--- config.mk ---
export PLATFORM = sky130hd
export DESIGN_NAME = data_memory_arbiter
export DESIGN_NICKNAME = d
export VERILOG_FILES = /design/src/rtl/data_memory_arbiter_pkg.sv /design/src/rtl/mem_rr_arbiter.sv /design/src/rtl/data_memory_arbiter.sv
export SDC_FILE = /design/constraint.sdc
export NUM_CORES = 1
export LEC_CHECK = 0
export CAP_MARGIN = 20
export CORE_MARGIN = 2
export CORE_UTILIZATION = 44
export CTS_CLUSTER_DIAMETER = 120
export DETAILED_ROUTE_END_ITERATION = 12
export GPL_TIMING_DRIVEN = 0
export PLACE_DENSITY = 0.85
export SYNTH_ARGS = -nofsm -noshare
export SYNTH_HDL_FRONTEND = slang
export SYNTH_SLANG_ARGS = --single-unit
--- constraint.sdc ---
create_clock -name clk -period 4.06 [get_ports clk]
set_input_delay 0.406 -clock clk [delete_from_list [all_inputs] [get_ports clk]]
set_output_delay 0.406 -clock clk [all_outputs]
set_load 0.03 [all_outputs]
--- src/rtl/data_memory_arbiter_pkg.sv ---
// rtl/data_memory_arbiter_pkg.sv - shared state encoding and port ids for the data memory arbiter
package data_memory_arbiter_pkg;

  typedef enum logic [1:0] {
    ST_IDLE   = 2'd0,
    ST_ADDR   = 2'd1,
    ST_ACCESS = 2'd2,
    ST_DONE   = 2'd3
  } arb_state_t;

  localparam logic PORT_CPU = 1'b0;
  localparam logic PORT_EXT = 1'b1;

endpackage

--- src/rtl/mem_rr_arbiter.sv ---
// rtl/mem_rr_arbiter.sv - two-requester round-robin grant with last-grant history
module mem_rr_arbiter
  import data_memory_arbiter_pkg::*;
(
  input  logic clk,
  input  logic rst,
  input  logic cpu_req,
  input  logic ext_req,
  input  logic update,
  input  logic update_port,
  output logic grant
);

  logic last_grant;

  // History starts at EXT so the CPU wins the first tie.
  always_ff @(posedge clk or posedge rst) begin
    if (rst) begin
      last_grant <= PORT_EXT;
    end else if (update) begin
      last_grant <= update_port;
    end
  end

  always_comb begin
    grant = PORT_CPU;
    if (cpu_req && ext_req) begin
      grant = ~last_grant;
    end else if (ext_req) begin
      grant = PORT_EXT;
    end
  end

endmodule

--- src/rtl/data_memory_arbiter.sv ---
// rtl/data_memory_arbiter.sv - round-robin sharing of the banked data memory between CPU and external port
module data_memory_arbiter
  import data_memory_arbiter_pkg::*;
#(
  parameter int ADDR_WIDTH    = 8,
  parameter int DATA_WIDTH    = 8,
  parameter int BANK_WIDTH    = 3,
  parameter int ACCESS_CYCLES = 2
) (
  input  logic                  clk,
  input  logic                  rst,
  input  logic                  cpu_req,
  input  logic                  cpu_we,
  input  logic [BANK_WIDTH-1:0] cpu_bank,
  input  logic [ADDR_WIDTH-1:0] cpu_addr,
  input  logic [DATA_WIDTH-1:0] cpu_wdata,
  output logic [DATA_WIDTH-1:0] cpu_rdata,
  output logic                  cpu_ack,
  output logic                  cpu_wait,
  input  logic                  ext_req,
  input  logic                  ext_we,
  input  logic [BANK_WIDTH-1:0] ext_bank,
  input  logic [ADDR_WIDTH-1:0] ext_addr,
  input  logic [DATA_WIDTH-1:0] ext_wdata,
  output logic [DATA_WIDTH-1:0] ext_rdata,
  output logic                  ext_ack,
  output logic [BANK_WIDTH-1:0] mem_bank,
  output logic [ADDR_WIDTH-1:0] mem_addr,
  output logic [DATA_WIDTH-1:0] mem_wdata,
  input  logic [DATA_WIDTH-1:0] mem_rdata,
  output logic                  mem_addr_wr_enable,
  output logic                  mem_read_enable,
  output logic                  mem_wr_enable
);

  localparam int CNT_W = (ACCESS_CYCLES > 1) ? $clog2(ACCESS_CYCLES) : 1;
  localparam logic [CNT_W-1:0] CNT_LOAD = CNT_W'(ACCESS_CYCLES - 1);

  arb_state_t            state, state_next;
  logic                  owner;
  logic                  grant;
  logic                  any_req;
  logic                  rr_update;
  logic                  lat_we;
  logic [BANK_WIDTH-1:0] lat_bank;
  logic [ADDR_WIDTH-1:0] lat_addr;
  logic [DATA_WIDTH-1:0] lat_wdata;
  logic [CNT_W-1:0]      cnt;
  logic [DATA_WIDTH-1:0] cpu_rdata_q;
  logic [DATA_WIDTH-1:0] ext_rdata_q;

  assign any_req   = cpu_req | ext_req;
  assign rr_update = (state == ST_DONE);

  mem_rr_arbiter u_rr (
    .clk         (clk),
    .rst         (rst),
    .cpu_req     (cpu_req),
    .ext_req     (ext_req),
    .update      (rr_update),
    .update_port (owner),
    .grant       (grant)
  );

  always_ff @(posedge clk or posedge rst) begin
    if (rst) begin
      state <= ST_IDLE;
    end else begin
      state <= state_next;
    end
  end

  // Request fields are latched at grant so later changes by the requester are ignored.
  always_ff @(posedge clk or posedge rst) begin
    if (rst) begin
      owner       <= PORT_CPU;
      lat_we      <= 1'b0;
      lat_bank    <= '0;
      lat_addr    <= '0;
      lat_wdata   <= '0;
      cnt         <= '0;
      cpu_rdata_q <= '0;
      ext_rdata_q <= '0;
    end else begin
      case (state)
        ST_IDLE: begin
          if (any_req) begin
            owner     <= grant;
            lat_we    <= (grant == PORT_EXT) ? ext_we    : cpu_we;
            lat_bank  <= (grant == PORT_EXT) ? ext_bank  : cpu_bank;
            lat_addr  <= (grant == PORT_EXT) ? ext_addr  : cpu_addr;
            lat_wdata <= (grant == PORT_EXT) ? ext_wdata : cpu_wdata;
          end
        end
        ST_ADDR: cnt <= CNT_LOAD;
        ST_ACCESS: begin
          if (cnt == '0) begin
            if (!lat_we && owner == PORT_CPU) cpu_rdata_q <= mem_rdata;
            if (!lat_we && owner == PORT_EXT) ext_rdata_q <= mem_rdata;
          end else begin
            cnt <= cnt - 1'b1;
          end
        end
        default: ;
      endcase
    end
  end

  always_comb begin
    state_next = state;
    case (state)
      ST_IDLE:   if (any_req) state_next = ST_ADDR;
      ST_ADDR:   state_next = ST_ACCESS;
      ST_ACCESS: if (cnt == '0) state_next = ST_DONE;
      ST_DONE:   state_next = ST_IDLE;
      default:   state_next = ST_IDLE;
    endcase
  end

  // Outputs decode straight from state so an asynchronous reset drops them at once.
  always_comb begin
    mem_bank           = '0;
    mem_addr           = '0;
    mem_wdata          = '0;
    mem_addr_wr_enable = 1'b0;
    mem_read_enable    = 1'b0;
    mem_wr_enable      = 1'b0;
    cpu_ack            = 1'b0;
    ext_ack            = 1'b0;
    if (state != ST_IDLE) begin
      mem_bank  = lat_bank;
      mem_addr  = lat_addr;
      mem_wdata = lat_wdata;
    end
    case (state)
      ST_ADDR:   mem_addr_wr_enable = 1'b1;
      ST_ACCESS: begin
        mem_read_enable = ~lat_we;
        mem_wr_enable   = lat_we;
      end
      ST_DONE: begin
        cpu_ack = (owner == PORT_CPU);
        ext_ack = (owner == PORT_EXT);
      end
      default: ;
    endcase
  end

  assign cpu_rdata = cpu_rdata_q;
  assign ext_rdata = ext_rdata_q;
  assign cpu_wait  = cpu_req & ~cpu_ack;

endmodule

# Word-level counts from Yosys, hierarchy flattened
# Index checks and enable logic that the tools add are counted.
[op_classes] addsub=1 n_mul=0 div=0 magnitude_cmp=0 n_eq_ne=5 shift=0 n_mux=19 n_bitwise=7 n_reduce_logical=11
[op_table] op="8-bit 2-to-1 mux" count=4
[op_table] op="1-bit 2-to-1 mux" count=9
[op_table] op="2-bit one-hot mux with 4 select lines" count=1
[op_table] op="3-bit 2-to-1 mux" count=2
[op_table] op="3-bit AND reduction" count=2
[op_table] op="1-bit NOT" count=5
[op_table] op="2-bit == test, second input constant" count=2
[op_table] op="2-bit 2-to-1 mux" count=2
[op_table] op="2-bit inequality test, second input constant" count=2
[op_table] op="2-bit AND reduction" count=2
[op_table] op="2-bit nonzero test" count=2
[op_table] op="1-bit logical AND" count=3
[op_table] op="2-bit by 1-bit == test with 1-bit output, second input constant" count=1
[op_table] op="2-bit logical NOT" count=1
[op_table] op="1-bit one-hot mux with 2 select lines" count=1
[op_table] op="1-bit bitwise AND" count=1
[op_table] op="1-bit logical NOT" count=1
[op_table] op="1-bit OR" count=1
[op_table] op="1-bit subtractor, second input constant" count=1
[totals] register_bits=41 latchBits=0 ramBits=0 rom_bits=0 input_bits=52 memories=0

# Logic depth before layout (Yosys ltp)
# Gate-level depths: netlist (run 1).
[logic_depth] depth_word=4 depth_mapped=6 ltp_nobuf=5

# Hierarchy
# A second synthesis (run 1) with hierarchy kept.
[unflattened] cells_unflattened=172 hier_area_um2=1968.1
[by_module_without_submodules] module="data_memory_arbiter" n_inst=1 cells_per_inst=168 area_each_um2=1915.6
[by_module_without_submodules] module="mem_rr_arbiter" n_inst=1 cells_per_inst=4 area_each_um2=52.6

# Least setup slack after synthesis (run 1)
# Ideal clock, no wire load.
[synth_path] path_type="flip-flop to flip-flop" from="reg state[0]" to="reg cpu_rdata_q[0], in the netlist cpu_rdata[0]" setup_time_ps=125 t_arrival_ps=1677 required_ps=3935 setup_slack_ps=2259 stages_incl_launch_ff=6 cell_sequence="dfrtp_1 inv_1 ha_1 nor2b_4 nor3b_4 mux2_2"
[synth_between] elab_chain_cells=2
[synth_lines] element="start, declared" line="data_memory_arbiter.sv:39" rtl="arb_state_t state, state_next;"
[synth_lines] element="start signal, assigned" line="data_memory_arbiter.sv:69" rtl="state <= state_next;"
[synth_lines] element="2-bit == test" line="data_memory_arbiter.sv:85" rtl="case (state)"
[synth_lines] element="3-bit AND reduction (no source line)"
[synth_lines] element="end signal, assigned" line="data_memory_arbiter.sv:98" rtl="if (!lat_we && owner == PORT_CPU) cpu_rdata_q <= mem_rdata;"
[synth_lines] element="end, declared" line="data_memory_arbiter.sv:49" rtl="logic [DATA_WIDTH-1:0] cpu_rdata_q;"
# No other way between the ends.
# A chain may end at the register's enable or synchronous reset.

# Worst setup path after layout (run 1)
[layout_path] from="reg state[0]" to="out mem_wdata[7]"
[layout_between] elab_chain_cells=2
[layout_lines] element="2-bit nonzero test" line="data_memory_arbiter.sv:130" rtl="if (state != ST_IDLE) begin"
[layout_lines] element="8-bit 2-to-1 mux" line="data_memory_arbiter.sv:130"
[layout_lines] element="end, declared" line="data_memory_arbiter.sv:29" rtl="output logic [DATA_WIDTH-1:0] mem_wdata,"
# No other way between the ends.

==> flow_summary_export.csv, run 1 <==
group,metric,value,unit
pwr,leakage,1.30,nW
drt,routed_wl,5020,um
grt,grt_pass1_wl,8270,um
synthesis,ys.flop_type,"dfrtp_1",
timing,setup_ws,1.36,ns
synthesis,yosysUniqueCellTypes,22,
drt,wl_per_cell,14.5,um
timing,fin_worst_skew,0.0117,ns
drt,postRouteAntennaNets,0,
run_status,status,"completed",
critical_path,crit_family,"buffers and inverters",
clock_tree,ctsHoldBuffers,0,
critical_path,cp.arrival,2.29,ns
critical_path,worst_r2r_path_depth,5,
placement,dpl_cell_area,2940,um^2
synthesis,synth_top_area_cell,"dfrtp_1",
critical_path,path_max_fanout,10,
synthesis,synth_top_family_by_area,"simple AND/OR/NAND/NOR gates",
critical_path,r2r-start,"state[0]",
synthesis,ys_seq_area_share,52.6,%
placement,io_buffers,92,
clock_tree,cts_buffers,5,
floorplan,initial_core_util,45.2,%
final_layout,fill_cells,360,
timing,period_share,66.4,%
synthesis,synth-edff-count,0,
floorplan,die_w,70.6,um
placement,pre_cts_slack,1.70,ns
timing,worst_pin_slew,0.841,ns
timing,slew_headroom,43.8,%
synthesis,synth_top_area_share,51.2,%
synthesis,synthAdderAreaFrac,3.20,%
clock_tree,ctsResizeCount,0,
pwr,ir_worst_vdd,467,uV
drt,num_vias,1743,
clock_tree,cts.path.max_buffers,2,
drt,drt-initial-drc-count,143,
critical_path,crit_path_start,"state[0]",
timing,slew_violations,0,
drt,drc,0,
grt,grt_pass1_vias,1728,
critical_path,worst-path-stages,5,
floorplan,die_area,4990,um^2
final_layout,fin_nets,350,
synthesis,muxShareOfSynthArea,10.4,%
synthesis,yosysMostFrequentCell,"a21oi_1",
clock_tree,h-tree-depth,2,
synthesis,syn_nets,251,
final_layout,final_layout_size_suffix_gt1_share,11.9,%
synthesis,yosys_warnings,0,
floorplan,core_area,4320,um^2
final_layout,area_growth,56.4,%
timing,tns,0,ns
final_layout,stdcell_area,3060,um^2
critical_path,crit_path_max_incr_delay,0.63,ns
critical_path,reg2reg_to,"cpu_rdata[6]",
floorplan,io_pins,93,
critical_path,ff2ff_setup_slack,2.16,ns
pwr,pwr_density_cell,857,nW/um^2
clock_tree,clkSlewWorstSetupHoldPaths,0.08,ns
grt,antenna_found_initial,0,
timing,rsz0062_at_grt,"no",
synthesis,yosys.area_share.simple,17.6,%
critical_path,cp_slowest_cell,"clkdlybuf4s50_1",
critical_path,endpoint,"mem_wdata[7]",
clock_tree,cts_num_sinks,41,
clock_tree,post_cts_buffers,0,
synthesis,mappedNetlistArea,1950,um^2
drt,viasPerCell,5.04,
pwr,power.total,2.62,mW
critical_path,cp-start-kind,"register",
placement,gp_congestion,0.818,
final_layout,antenna_cells,0,
placement,post-dp-hpwl,3730,um
worst_hold_path,holdCritPathClass,"reg -> reg",
synthesis,synthTopCellsByArea,"dfrtp_1 51%, a21oi_1 10%, mux2_2 10%",
job,max_cap_viol_count,0,
synthesis,syn_inst,194,
synthesis,ys_seq_elements,41,
critical_path,path_cells,"inv_1, ha_1, clkbuf_1, nor2b_1, clkdlybuf4s50_1",
clock_tree,tritoncts,"done",
floorplan,rows,24,
grt,track_usage,21.3,%
grt,overflow,0,
synthesis,synth_commonest_cells,"41 x a21oi_1, 40 x dfrtp_1, 22 x nor2_1, 21 x nor2b_1, 20 x nand2_1",
clock_tree,cts_root_buf,"clkbuf_8",
timing,setup_violations,0,
critical_path,endpoint_kind,"output pin",
drt,dr.pass1.iters,4,
synthesis,synth_compound_area_share,13.4,%
critical_path,crit_buf_inv,3,
synthesis,async_flop_share,100,%
critical_path,critical_path_required,3.65,ns
grt,grt_max_degree,42,
timing,period_minus_slack,2.70,ns
timing,timing.fmax,0.371,GHz
floorplan,die_y,70.6,um
synthesis,synth_xor_area_share,0,%
critical_path,crit_type,"reg -> out",
timing,final_hold_viol_count,0,
clock_tree,clk_latency,0.30,ns
synthesis,syn-mean-instance-area,10.1,um^2
==> cell type report <==
cell class / count / area [um^2] / area share [%]
timing repair buffer: 92 / 921 / 30.1
clock buffer: 7 / 86.3 / 2.82
sequential: 41 / 1030 / 33.6
buffer: 11 / 45.0 / 1.47
multi-input combinational: 139 / 871 / 28.5
inverter: 3 / 11.3 / 0.368
tap: 52 / 65.1 / 2.13
clock inverter: 1 / 30.0 / 0.982
==> layer usage <==
layer	routed length, um	GRT usage (%)
met1	2090	27.6
met2	2470	35.0
met3	374	6.27
met4	82	5.87
met5	0	0
==> logic make-up after synthesis <==
| kind of cell | count (synthesis) |
|---|---|
| and+or+nand+nor | 68 |
| AOI/OAI and AO/OA | 48 |
| DFF | 41 |
| muxes | 18 |
| buffers and inverters | 14 |
| adders and majority gates | 5 |
==> cells in the final DEF, fill, tap and decap left out, types with 2 or more instances in the layout <==
cell type	Yosys	routed
a21oi_1	41	41
nor2b_1	21	21
mux2_2	18	18
nor2_1	22	22
buf_2	3	3
dfrtp_1	40	40
nand2_1	20	20
clkbuf_8	0	6
ha_1	5	5
inv_1	3	2
and2_1	2	2
clkbuf_1	8	9
clkdlybuf4s50_1	0	92
==> worst reg2reg max path: stages, from the launching register on <==
cell	delay (ns)
dfrtp_1	0.43
inv_1	0.12
ha_1	0.23
nor2b_4	0.18
nor3b_4	0.43
mux2_2	0.39
==> stage by stage <==
stage / instances / hold WS [ns] / util, %
floorplan: 194 / 0.487 / -
global placement: 338 / 0.488 / 68.0
detailed placement: 338 / 0.495 / 68.0
CTS: 346 / 0.517 / 70.7
global route: 346 / 0.534 / 70.7
finish: 346 / 0.510 / 70.7
==> registers in the layout, indices dropped and copies added, names as in the netlist <==
name / count
lat_we: 1
lat_bank: 3
state: 2
cpu_rdata: 8
cnt: 1
u_rr.last_grant: 1
owner: 1
lat_wdata: 8
lat_addr: 8
ext_rdata: 8
==> power breakdown <==
part	leakage [nW]	total, mW	internal [mW]	switching (mW)
Combinational	0.760	1.56	0.686	0.875
Sequential	0.484	0.723	0.608	0.115
Clock	0.0585	0.336	0.200	0.135
Total	1.30	2.62	1.49	1.13
==> worst min path at each step <==
stage	startpoint	endpoint	slack, ns	cells after the start
after floorplan	lat_addr[0]	lat_addr[0]	0.49	2
after CTS	ext_rdata[1]	ext_rdata[1]	0.52	1
after global routing	ext_rdata[1]	ext_rdata[1]	0.53	1
final	cpu_rdata[3]	cpu_rdata[3]	0.51	1
after detailed placement	cpu_rdata[1]	cpu_rdata[1]	0.49	1
after global placement	ext_rdata[1]	ext_rdata[1]	0.49	1
Power figures use the tool's default switching activity.
==> run 2: changes to the inputs <==
--- a/config.mk
+++ b/config.mk
@@ -7,11 +7,11 @@
 export LEC_CHECK = 0
 export CAP_MARGIN = 20
 export CORE_MARGIN = 2
-export CORE_UTILIZATION = 44
+export CORE_UTILIZATION = 37
 export CTS_CLUSTER_DIAMETER = 120
 export DETAILED_ROUTE_END_ITERATION = 12
 export GPL_TIMING_DRIVEN = 0
-export PLACE_DENSITY = 0.85
+export PLACE_DENSITY = 0.77
 export SYNTH_ARGS = -nofsm -noshare
 export SYNTH_HDL_FRONTEND = slang
 export SYNTH_SLANG_ARGS = --single-unit
==> constraint.sdc (replaced) <==
create_clock -name clk -period 2.2 [get_ports clk]
set_input_delay 0.22 -clock clk [delete_from_list [all_inputs] [get_ports clk]]
set_output_delay 0.22 -clock clk [all_outputs]
set_load 0.03 [all_outputs]
==> run 2 against run 1 <==
Effect of this change:
- design area fell by 1.1%
- first-iteration DRC count fell by 49%
- critical path type unchanged
- global-route usage fell by 3.4 points
- critical path depth fell by 1
- highest routed layer unchanged
- combinational power rose by 74%
- die area rose by 18%
- via count fell by 0.46%
==> flow_summary_export.csv, run 2 (synthesis results as in run 1) <==
group,metric,value,unit
critical_path,critical_path_required,1.98,ns
timing,period_share,96.3,%
final_layout,final_layout_size_suffix_gt1_share,13.3,%
critical_path,cp_slowest_cell,"clkdlybuf4s50_1",
run_status,status,"completed",
clock_tree,cts.path.max_buffers,2,
timing,worst_pin_slew,0.850,ns
grt,grt_busiest_layer,"met2",
timing,rsz0062_at_grt,"no",
grt,grt_pass1_wl,8300,um
critical_path,path_max_fanout,4,
drt,num_vias,1735,
critical_path,path_cells,"ha_1, nor2b_1, nor2b_1, clkdlybuf4s50_1",
pwr,ir_worst_vdd,699,uV
critical_path,ff2ff_setup_slack,0.33,ns
grt,use_met2,29.6,%
clock_tree,tritoncts,"done",
floorplan,die_y,76.7,um
critical_path,crit_top_cell,"nor2b_1",
critical_path,cp.arrival,1.90,ns
placement,io_buffers,92,
final_layout,final_common_cell,"clkdlybuf4s50_1",
clock_tree,cts_num_sinks,41,
critical_path,endpoint_kind,"output pin",
grt,overflow,0,
clock_tree,clkSlewWorstSetupHoldPaths,0.07,ns
final_layout,fin_nets,350,
pwr,leakage,1.34,nW
timing,final_hold_viol_count,0,
final_layout,seq_area,1030,um^2
drt,postRouteAntennaNets,0,
clock_tree,post_cts_buffers,0,
timing,setup_violations,0,
floorplan,die_area,5880,um^2
grt,grt_pass1_vias,1763,
critical_path,crit_type,"reg -> out",
clock_tree,cts_buffers,5,
placement,gp_congestion,0.762,
drt,wl_per_cell,14.0,um
grt,met1_usage,22.5,%
final_layout,area_growth,54.6,%
grt,grt_max_degree,42,
timing,fin_worst_skew,0.00536,ns
drt,drc,0,
clock_tree,clk_latency,0.28,ns
floorplan,io_pins,93,
critical_path,crit_path_max_incr_delay,0.67,ns
grt,antenna_found_initial,0,
grt,use_met3,5.65,%
timing,slew_headroom,43.2,%
floorplan,initial_core_util,38.3,%
final_layout,layout_common_cells,"72 x clkdlybuf4s50_1, 41 x a21oi_1, 40 x dfrtp_1",
placement,dpl.cell_count,356,
timing,period_minus_slack,2.12,ns
final_layout,antenna_cells,0,
pwr,pwr_density_cell,1490,nW/um^2
drt,dr.pass1.iters,4,
clock_tree,cts_root_buf,"clkbuf_8",
drt,drt-initial-drc-count,73,
grt,track_usage,17.8,%
drt,viasPerCell,4.77,
timing,slew_violations,0,
final_layout,fin_cells,364,
floorplan,rows,26,
final_layout,fill_cells,467,
floorplan,core_area,5110,um^2
critical_path,cp-start-kind,"register",
job,max_cap_viol_count,0,
timing,timing.fmax,0.472,GHz
placement,post-dp-hpwl,3820,um
clock_tree,h-tree-depth,2,
final_layout,multiInputGateArea,871,um^2
floorplan,die_w,76.7,um
drt,routed_wl,5090,um
timing,tns,0,ns
worst_hold_path,holdCritPathClass,"in -> async",
## run 2: changes by cell type in the layout (fill, tap and decap cells not counted), sizes merged
cell | previous run | this run
clkdlybuf4s50 | 92 | 72
dlymetal6s2s | 0 | 2
clkdlybuf4s15 | 0 | 7
clkbuf | 15 | 20
dlygate4sd2 | 0 | 7
bufinv | 1 | 0
## run 2: area by class of cell
type	instances	share of cell area, %
sequential	41	34.0
clock buffer	8	2.65
multi-input combinational	139	28.8
tap	70	2.90
buffer	11	1.57
inverter	3	0.373
timing repair buffer	92	29.7
## run 2: worst paths after layout
check,startpoint,to,cells after the start
worst max-delay path,state[0],cpu_wait,4
worst max register to register,state[0],cpu_rdata[2],5
max in group asynchronous,rst,lat_wdata[4],2
min in group clk,cpu_wdata[1],lat_wdata[1],3
worst min register to register,cpu_rdata[0],cpu_rdata[0],1
worst min-delay path,rst,lat_addr[5],2
## run 2: power by group
part	internal (mW)	switching (mW)	leakage [nW]
logic	1.11	1.61	0.813
registers	1.12	0.201	0.484
clock network	0.225	0.235	0.0395
## run 2: per-layer routing
layer | part of all wire, % | routed length [um] | vias up
met1 | 45 | 2310 | 821
li1 | - | - | 843
met4 | 1.2 | 63 | 0
met3 | 6.0 | 306 | 7
met2 | 47 | 2420 | 64
met5 | 0 | 0 | -
## run 2: what timing repair did
| item | in CTS | in global routing |
|---|---|---|
| hold buffers | 0 | 0 |
| setup endpoints to repair | 18 | 13 |
| gates resized for setup | 20 | 17 |
## run 2: critical path, delay by kind of cell, from the launching register on
kind          cells  cell delay [ns]
flops             1             0.43
simple gates      2             0.27
fa+ha+maj         1             0.24
buf+inv           1             0.67
## run 2: per-stage QoR
stage	setup slack (ns)	utilization (%)	power [mW]	cell area [um^2]	hold WS [ns]
CTS	0.0617	59.2	4.55	3020	0.452
finish	0.0822	59.2	4.51	3020	0.426
global route	0.000122	59.2	4.81	3020	0.482
detailed placement	0.0140	58.0	4.24	2960	0.497
floorplan	0.399	-	3.08	1950	0.349
global placement	0.0280	58.0	4.18	2960	0.488
